`config.mk`:
```
export PLATFORM = sky130hd
export DESIGN_NAME = qpsk_symbol_mapper
export DESIGN_NICKNAME = d
export VERILOG_FILES = /design/src/rtl/qpsk_symbol_mapper.sv
export SDC_FILE = /design/constraint.sdc
export NUM_CORES = 1
export LEC_CHECK = 0
export CAP_MARGIN = 5
export CORE_AREA = 2 2 56 58
export DETAILED_ROUTE_END_ITERATION = 8
export DIE_AREA = 0 0 58 60
export PLACE_DENSITY = 0.73
export SYNTH_ARGS = -nofsm -noshare
export SYNTH_HDL_FRONTEND = slang
export SYNTH_SLANG_ARGS = --single-unit
export TNS_END_PERCENT = 100
```
`constraint.sdc`:
```
create_clock -name clk -period 1.9 [get_ports clk]
set_clock_uncertainty 0.2 [all_clocks]
set_input_delay 0.285 -clock clk [delete_from_list [all_inputs] [get_ports clk]]
set_output_delay 0.285 -clock clk [all_outputs]
set_load 0.03 [all_outputs]
```
`src/rtl/qpsk_symbol_mapper.sv`:
```
// QPSK transmit symbol mapper: dibit in over valid/ready, held for SPS cycles as +/-AMP I/Q levels.
// Define QPSK_DIFF_ENC_EN to enable differential (DQPSK, Gray-coded) encoding.
module qpsk_symbol_mapper #(
  parameter int SPS   = 8,
  parameter int OUT_W = 19,
  parameter int AMP   = 65536
) (
  input  logic             clk,
  input  logic             rst,
  input  logic             in_valid,
  input  logic [1:0]       in_bits,
  output logic             in_ready,
  output logic [OUT_W-1:0] I_out,
  output logic [OUT_W-1:0] Q_out,
  output logic             out_valid,
  output logic             sym_strobe,
  output logic             busy
);

  typedef enum logic {IDLE, RUN} state_t;

  localparam logic [7:0]               LAST  = 8'(SPS - 1);
  localparam logic signed [OUT_W-1:0]  LVL_P = OUT_W'(AMP);
  localparam logic signed [OUT_W-1:0]  LVL_N = -LVL_P;

  state_t                  state_q;
  logic [7:0]              cnt_q;
  logic                    hold_full_q;
  logic [1:0]              hold_bits_q;
  logic signed [OUT_W-1:0] i_q, q_q;
  logic                    vld_q, stb_q;

  logic                    xfer;
  logic                    last;
  logic                    load_d;
  logic [1:0]              load_bits_d;
  logic                    sgn_i_d, sgn_q_d;

  function automatic logic signed [OUT_W-1:0] level(input logic pos);
    return pos ? LVL_P : LVL_N;
  endfunction

  assign in_ready   = (state_q == IDLE) || !hold_full_q;
  assign xfer       = in_valid && in_ready;
  assign last       = (state_q == RUN) && (cnt_q == LAST);
  assign busy       = (state_q == RUN) || hold_full_q;
  assign I_out      = i_q;
  assign Q_out      = q_q;
  assign out_valid  = vld_q;
  assign sym_strobe = stb_q;

  // A symbol is loaded on accept in IDLE, or at the last sample from the holding register
  // (preferred) or straight from the input when the holding register is empty.
  always_comb begin
    load_d      = 1'b0;
    load_bits_d = in_bits;
    if (state_q == IDLE) begin
      load_d = xfer;
    end else if (cnt_q == LAST) begin
      if (hold_full_q) begin
        load_d      = 1'b1;
        load_bits_d = hold_bits_q;
      end else begin
        load_d = xfer;
      end
    end
  end

`ifdef QPSK_DIFF_ENC_EN
  logic [1:0] phase_q, phase_d;

  function automatic logic [1:0] gray_inc(input logic [1:0] b);
    case (b)
      2'b00:   return 2'd0;
      2'b01:   return 2'd1;
      2'b11:   return 2'd2;
      default: return 2'd3;
    endcase
  endfunction

  assign phase_d = phase_q + gray_inc(load_bits_d);
  assign sgn_i_d = (phase_d == 2'd0) || (phase_d == 2'd3);
  assign sgn_q_d = (phase_d == 2'd0) || (phase_d == 2'd1);

  // Phase survives IDLE; only reset clears it.
  always_ff @(posedge clk) begin
    if (rst)         phase_q <= 2'd0;
    else if (load_d) phase_q <= phase_d;
  end
`else
  assign sgn_i_d = load_bits_d[1];
  assign sgn_q_d = load_bits_d[0];
`endif

  always_ff @(posedge clk) begin
    if (rst) begin
      state_q     <= IDLE;
      cnt_q       <= 8'd0;
      hold_full_q <= 1'b0;
      i_q         <= '0;
      q_q         <= '0;
      vld_q       <= 1'b0;
      stb_q       <= 1'b0;
    end else begin
      stb_q <= load_d;
      if (load_d) begin
        state_q <= RUN;
        cnt_q   <= 8'd0;
        i_q     <= level(sgn_i_d);
        q_q     <= level(sgn_q_d);
        vld_q   <= 1'b1;
      end else if (state_q == RUN) begin
        if (cnt_q == LAST) begin
          state_q <= IDLE;
          cnt_q   <= 8'd0;
          i_q     <= '0;
          q_q     <= '0;
          vld_q   <= 1'b0;
        end else begin
          cnt_q <= cnt_q + 8'd1;
        end
      end
      if ((state_q == RUN) && !last && xfer) begin
        hold_full_q <= 1'b1;
      end else if (last && hold_full_q) begin
        hold_full_q <= 1'b0;
      end
    end
  end

  // Holding data needs no reset; its validity is tracked by hold_full_q.
  always_ff @(posedge clk) begin
    if ((state_q == RUN) && !last && xfer) hold_bits_q <= in_bits;
  end

endmodule

```
# Word-level counts from Yosys, hierarchy flattened
# Cells that the tools add are included.
word_totals:
  out_inout_bits: 42
  reg_bits: 52
  word_cells: 46
  input_bits: 5
op_classes:
  n_addsub: 1
  mux: 21
  reduce_logical: 14
  bitwise_logic: 1
  eq_ne: 1
ops:
  columns: ["cell", "n"]
  rows:
  - ["2-to-1 mux 19 bit", 6]
  - ["2-to-1 mux 1 bit", 11]
  - ["adder 8 x 1 -> 8 bit (second input constant)", 1]
  - ["equality test 8 x 3 -> 1 bit (second input constant)", 1]
  - ["2-to-1 mux 8 bit", 1]
  - ["2-to-1 mux 2 bit", 3]
  - ["nonzero test 2 bit", 3]
  - ["logical AND 1 bit", 5]
  - ["zero test 1 bit", 2]
  - ["logical OR 1 bit", 2]
  - ["AND reduction 2 bit", 1]
  - ["OR reduction 2 bit", 1]
  - ["NOT 1 bit", 1]

# Depth between registers and ports, before layout
depth:
  word_depth: 8
  ltp_mapped: 5
  mapped_depth_nobuf: 5

# Least setup slack after synthesis
# OpenSTA, ideal clock, no wires.
synth_timing:
  path_kind: "flip-flop to flip-flop"
  start: "reg cnt_q[0]"
  end: "reg hold_bits_q[0], enable pin"
  arrival_ps: 1341
  setup_ps: 332
  stages_incl_launch_ff: 6
  period_less_slack_ps: 1873
  t_required_ps: 1368
  path_slack_ps: 27
  cell_sequence: "dfxtp_1 > ha_1 > and4bb_4 > and2_4 > nand2b_1 > nor3b_1"
synth_via:
  elab_chain_cells: 5
synth_rtl:
  columns: ["item", "line", "source"]
  rows:
  - ["start: declaration", "27", "logic [7:0] cnt_q;"]
  - ["start signal: assignment", "120", "cnt_q <= cnt_q + 8'd1;"]
  - ["equality test 8 x 3 -> 1 bit", "45", "assign last = (state_q == RUN) && (cnt_q == LAST);"]
  - ["logical AND 1 bit", "45", null]
  - ["zero test 1 bit", "133", "if ((state_q == RUN) && !last && xfer) hold_bits_q <= in_bits;"]
  - ["logical AND 1 bit (2 in a row)", "133", null]
  - ["end signal: assignment", "133", null]
  - ["end: declaration", "29", "logic [1:0] hold_bits_q;"]
# Every way passes these cells.
# A chain may end at the register's enable or synchronous reset.

# Worst setup path in the final report
layout_timing:
  start: "reg hold_full_q"
  end: "out in_ready"
layout_via:
  elab_chain_cells: 2
layout_rtl:
  columns: ["item", "line", "source"]
  rows:
  - ["start: declaration", "28", "logic hold_full_q;"]
  - ["start signal: assignment", "99", "hold_full_q <= 1'b0;"]
  - ["start signal: assignment", "124", "hold_full_q <= 1'b1;"]
  - ["start signal: assignment", "126", "hold_full_q <= 1'b0;"]
  - ["zero test 1 bit", "43", "assign in_ready = (state_q == IDLE) || !hold_full_q;"]
  - ["logical OR 1 bit", "43", null]
  - ["end: declaration", "12", "output logic in_ready,"]
# Every way passes these cells.

==> key figures <==
Synthesis
  – Synth Area in Compound Gates: 12.0%
  – Syn_area_per_cell: 9.45 um2
  – Sequential fraction of the synthesis area: 34.0%
  – Largest family of logic cells by synthesized area: buffers and inverters
  – Mux contribution to synthesized area: 4.00%
  – Synth Area in XOR/XNOR: 4.37%
  – Post-Synthesis Cells: 106
  – #FFs+latches synth: 16
  – Synth Area in Simple Gates: 15.7%
  – Yosys cell types: 30
  – Synth Area in Adders: 1.25%
  – Cell Area, Synth: 1000 um2
  – Yosys warns: 0

Setup path
  – Setup crit end kind: primary output
  – CP arrival: 1330 ps
  – WS Path Type: reg -> out
  – Critical Path Start Type: flip-flop
  – WP data required: 1410 ps
  – R2R depth: 5
  – Critical path peak fanout: 2

Clocking
  – Worst-path clk slew: 90 ps
  – Skew-Pair Late Insertion Delay: 280 ps
  – Root Buffer: clkbuf_4
  – Number of CTS-inserted buffers: 3
  – Max Root-Sink Buffers: 2
  – H-tree depth: 1
  – Clock Sinks: 16
  – TritonCTS clock tree: done

Finish
  – Layout cell share with drive strength beyond 1: 16.3%
  – Multi-input logic area: 499 um2
  – Final nets: 130
  – Area growth, synth to finish: 9.86%
  – Register area: 340 um2
  – Final instance count without filler cells: 156
  – Final design utilization: 37.9%
  – Design Area, Final: 1100 um2
  – Commonest non-fill, non-tap cell in the layout: conb_1
  – Fillcell total: 292
  – N_diodes: 0
  – Commonest non-fill, non-tap cells in the layout: conb_1, dfxtp_1, clkdlybuf4s50_1, nor2_1, buf_4

STA
  – Fmax: 552 MHz
  – Fin crit share: 95.4%
  – Setup TNS: 0 ps
  – RSZ-0062 raised after global routing: no
  – Final hold vios: 0
  – Worst hold slack: 323 ps
  – Final Max Tran Viols: 0
  – Post-layout min period: 1810 ps
  – Setup ws final: 88.0 ps
  – Count of endpoints failing setup in the final report: 0

Floorplanning
  – Ports: 47
  – Row count: 20
  – Die X: 58 um
  – Die Y: 60 um
  – Starting density of the core: 34.5%
  – Core area: 2900 um2
  – Die area: 3480 um2

Place
  – PortBufs: 14
  – Pre-CTS WS: 7.88 ps
  – Routability congestion estimate: 0.668
  – Final HPWL DP: 1330 um
  – Dpl cell area: 1060 um2
  – Cell Count Post-Placement: 152

Global route
  – Vias in the first global route: 622
  – GR Util All Layers: 9.73%
  – Largest net degree at the start of global routing: 18
  – First-pass GRT wire length: 2600 um
  – Initial antenna violation count: 0
  – Total grt overflow: 0

Detailed routing
  – Total wire length: 1600 um
  – Pre-antenna DRT Iters: 4
  – Drt wl/cell: 10.3 um
  – Routed vias/inst: 4.31
  – # DRC: 0
  – DR vias: 673
  – Post-route ant nets: 0
  – Initial drt markers: 6

Power
  – Peak supply drop: 413 uV
  – Overall power: 0.751 mW
  – PD cells: 682 nW/um2
  – Leakage: 0.517 nW

Worst hold path
  – Hold Path Depth: 1
  – Worst Hold Class: reg -> reg

Status
  – Status: completed

Run
  – Maxcap violations: 0
[sequential cells by signal, indices dropped and copies added (netlist names)]
signal and count:
hold_bits_q 2, hold_full_q 1, state_q 1, sym_strobe 1
Q_out 1, cnt_q 8, I_out 2
[synthesized netlist by cell type]
library cell  instances  area (um2)
mux2i_1               4        40.0
nand2b_1              2        12.5
dfxtp_1              14         280
a21oi_1               4        20.0
edfxtp_1              2        60.1
a211o_1               1        8.76
a21oi_4               1        16.3
nand2_1               3        11.3
a211oi_1              1        7.51
conb_1                1        3.75
a22o_1                2        17.5
nor3_2                2        20.0
a211oi_2              1        12.5
nor3b_1               1        7.51
buf_2                 2        10.0
and3_1                2        12.5
a311oi_1              2        17.5
nor2_1                7        26.3
xor2_1                5        43.8
and4bb_4              1        16.3
and2_4                1        8.76
inv_1                 1        3.75
o21ai_2               1        8.76
nor3_1                1        5.00
nor2b_1               1        6.26
nand4_1               4        25.0
o21bai_2              1        11.3
buf_4                36         270
or2_2                 1        6.26
ha_1                  1        12.5
[per-layer routing]
metal  GRT usage (%)  vias to the layer above  wire length, um
met4            3.99                        0                0
met3            2.16                        0              114
met5               0                        -                0
met2            18.5                       25              877
li1                -                      332                -
met1            10.3                      316              608
[cell families after synthesis]
logic type	Yosys count
AND/OR/NAND/NOR	26
flip-flops	16
multiplexers	4
XOR/XNOR	5
AO/OA/AOI/OAI	14
buffers and inverters	39
adder cells (fa/ha/maj)	1
other	1
[path summary, 6_finish.rpt]
path               startpoint        endpoint  slack (ps)
setup / recovery  hold_full_q        in_ready          90
hold / removal      Q_out[17]       Q_out[17]         320
setup reg to reg     cnt_q[0]  hold_bits_q[0]         100
hold reg to reg     Q_out[17]       Q_out[17]         320
[power by group]
| group | internal [mW] | leakage, nW | switching (mW) | total, mW |
|---|---|---|---|---|
| Combinational | 0.0553 | 0.369 | 0.157 | 0.212 |
| Sequential | 0.355 | 0.133 | 0.00782 | 0.363 |
| Clock | 0.0813 | 0.0150 | 0.0954 | 0.177 |
| Total | 0.492 | 0.517 | 0.260 | 0.751 |
[repair_timing]
item                       CTS  global route
buffers inserted             0             0
setup endpoints to repair    2             4
pin swaps                    0             1
gates resized for setup      1             3
hold buffers                 0             0
[final cells by class]
class / count / share of cell area [%]
clock buffer: 4 / 2.39
inverter: 1 / 0.341
multi-input combinational: 82 / 45.3
sequential: 16 / 30.9
tap: 33 / 3.75
timing repair buffer: 20 / 17.3
[critical path: stages, from the launching register on]
cell,delay (ps)
dfxtp_1,320
nand2_1,60
clkdlybuf4s50_1,670
Note: power is estimated with default switching activity, not from simulation.
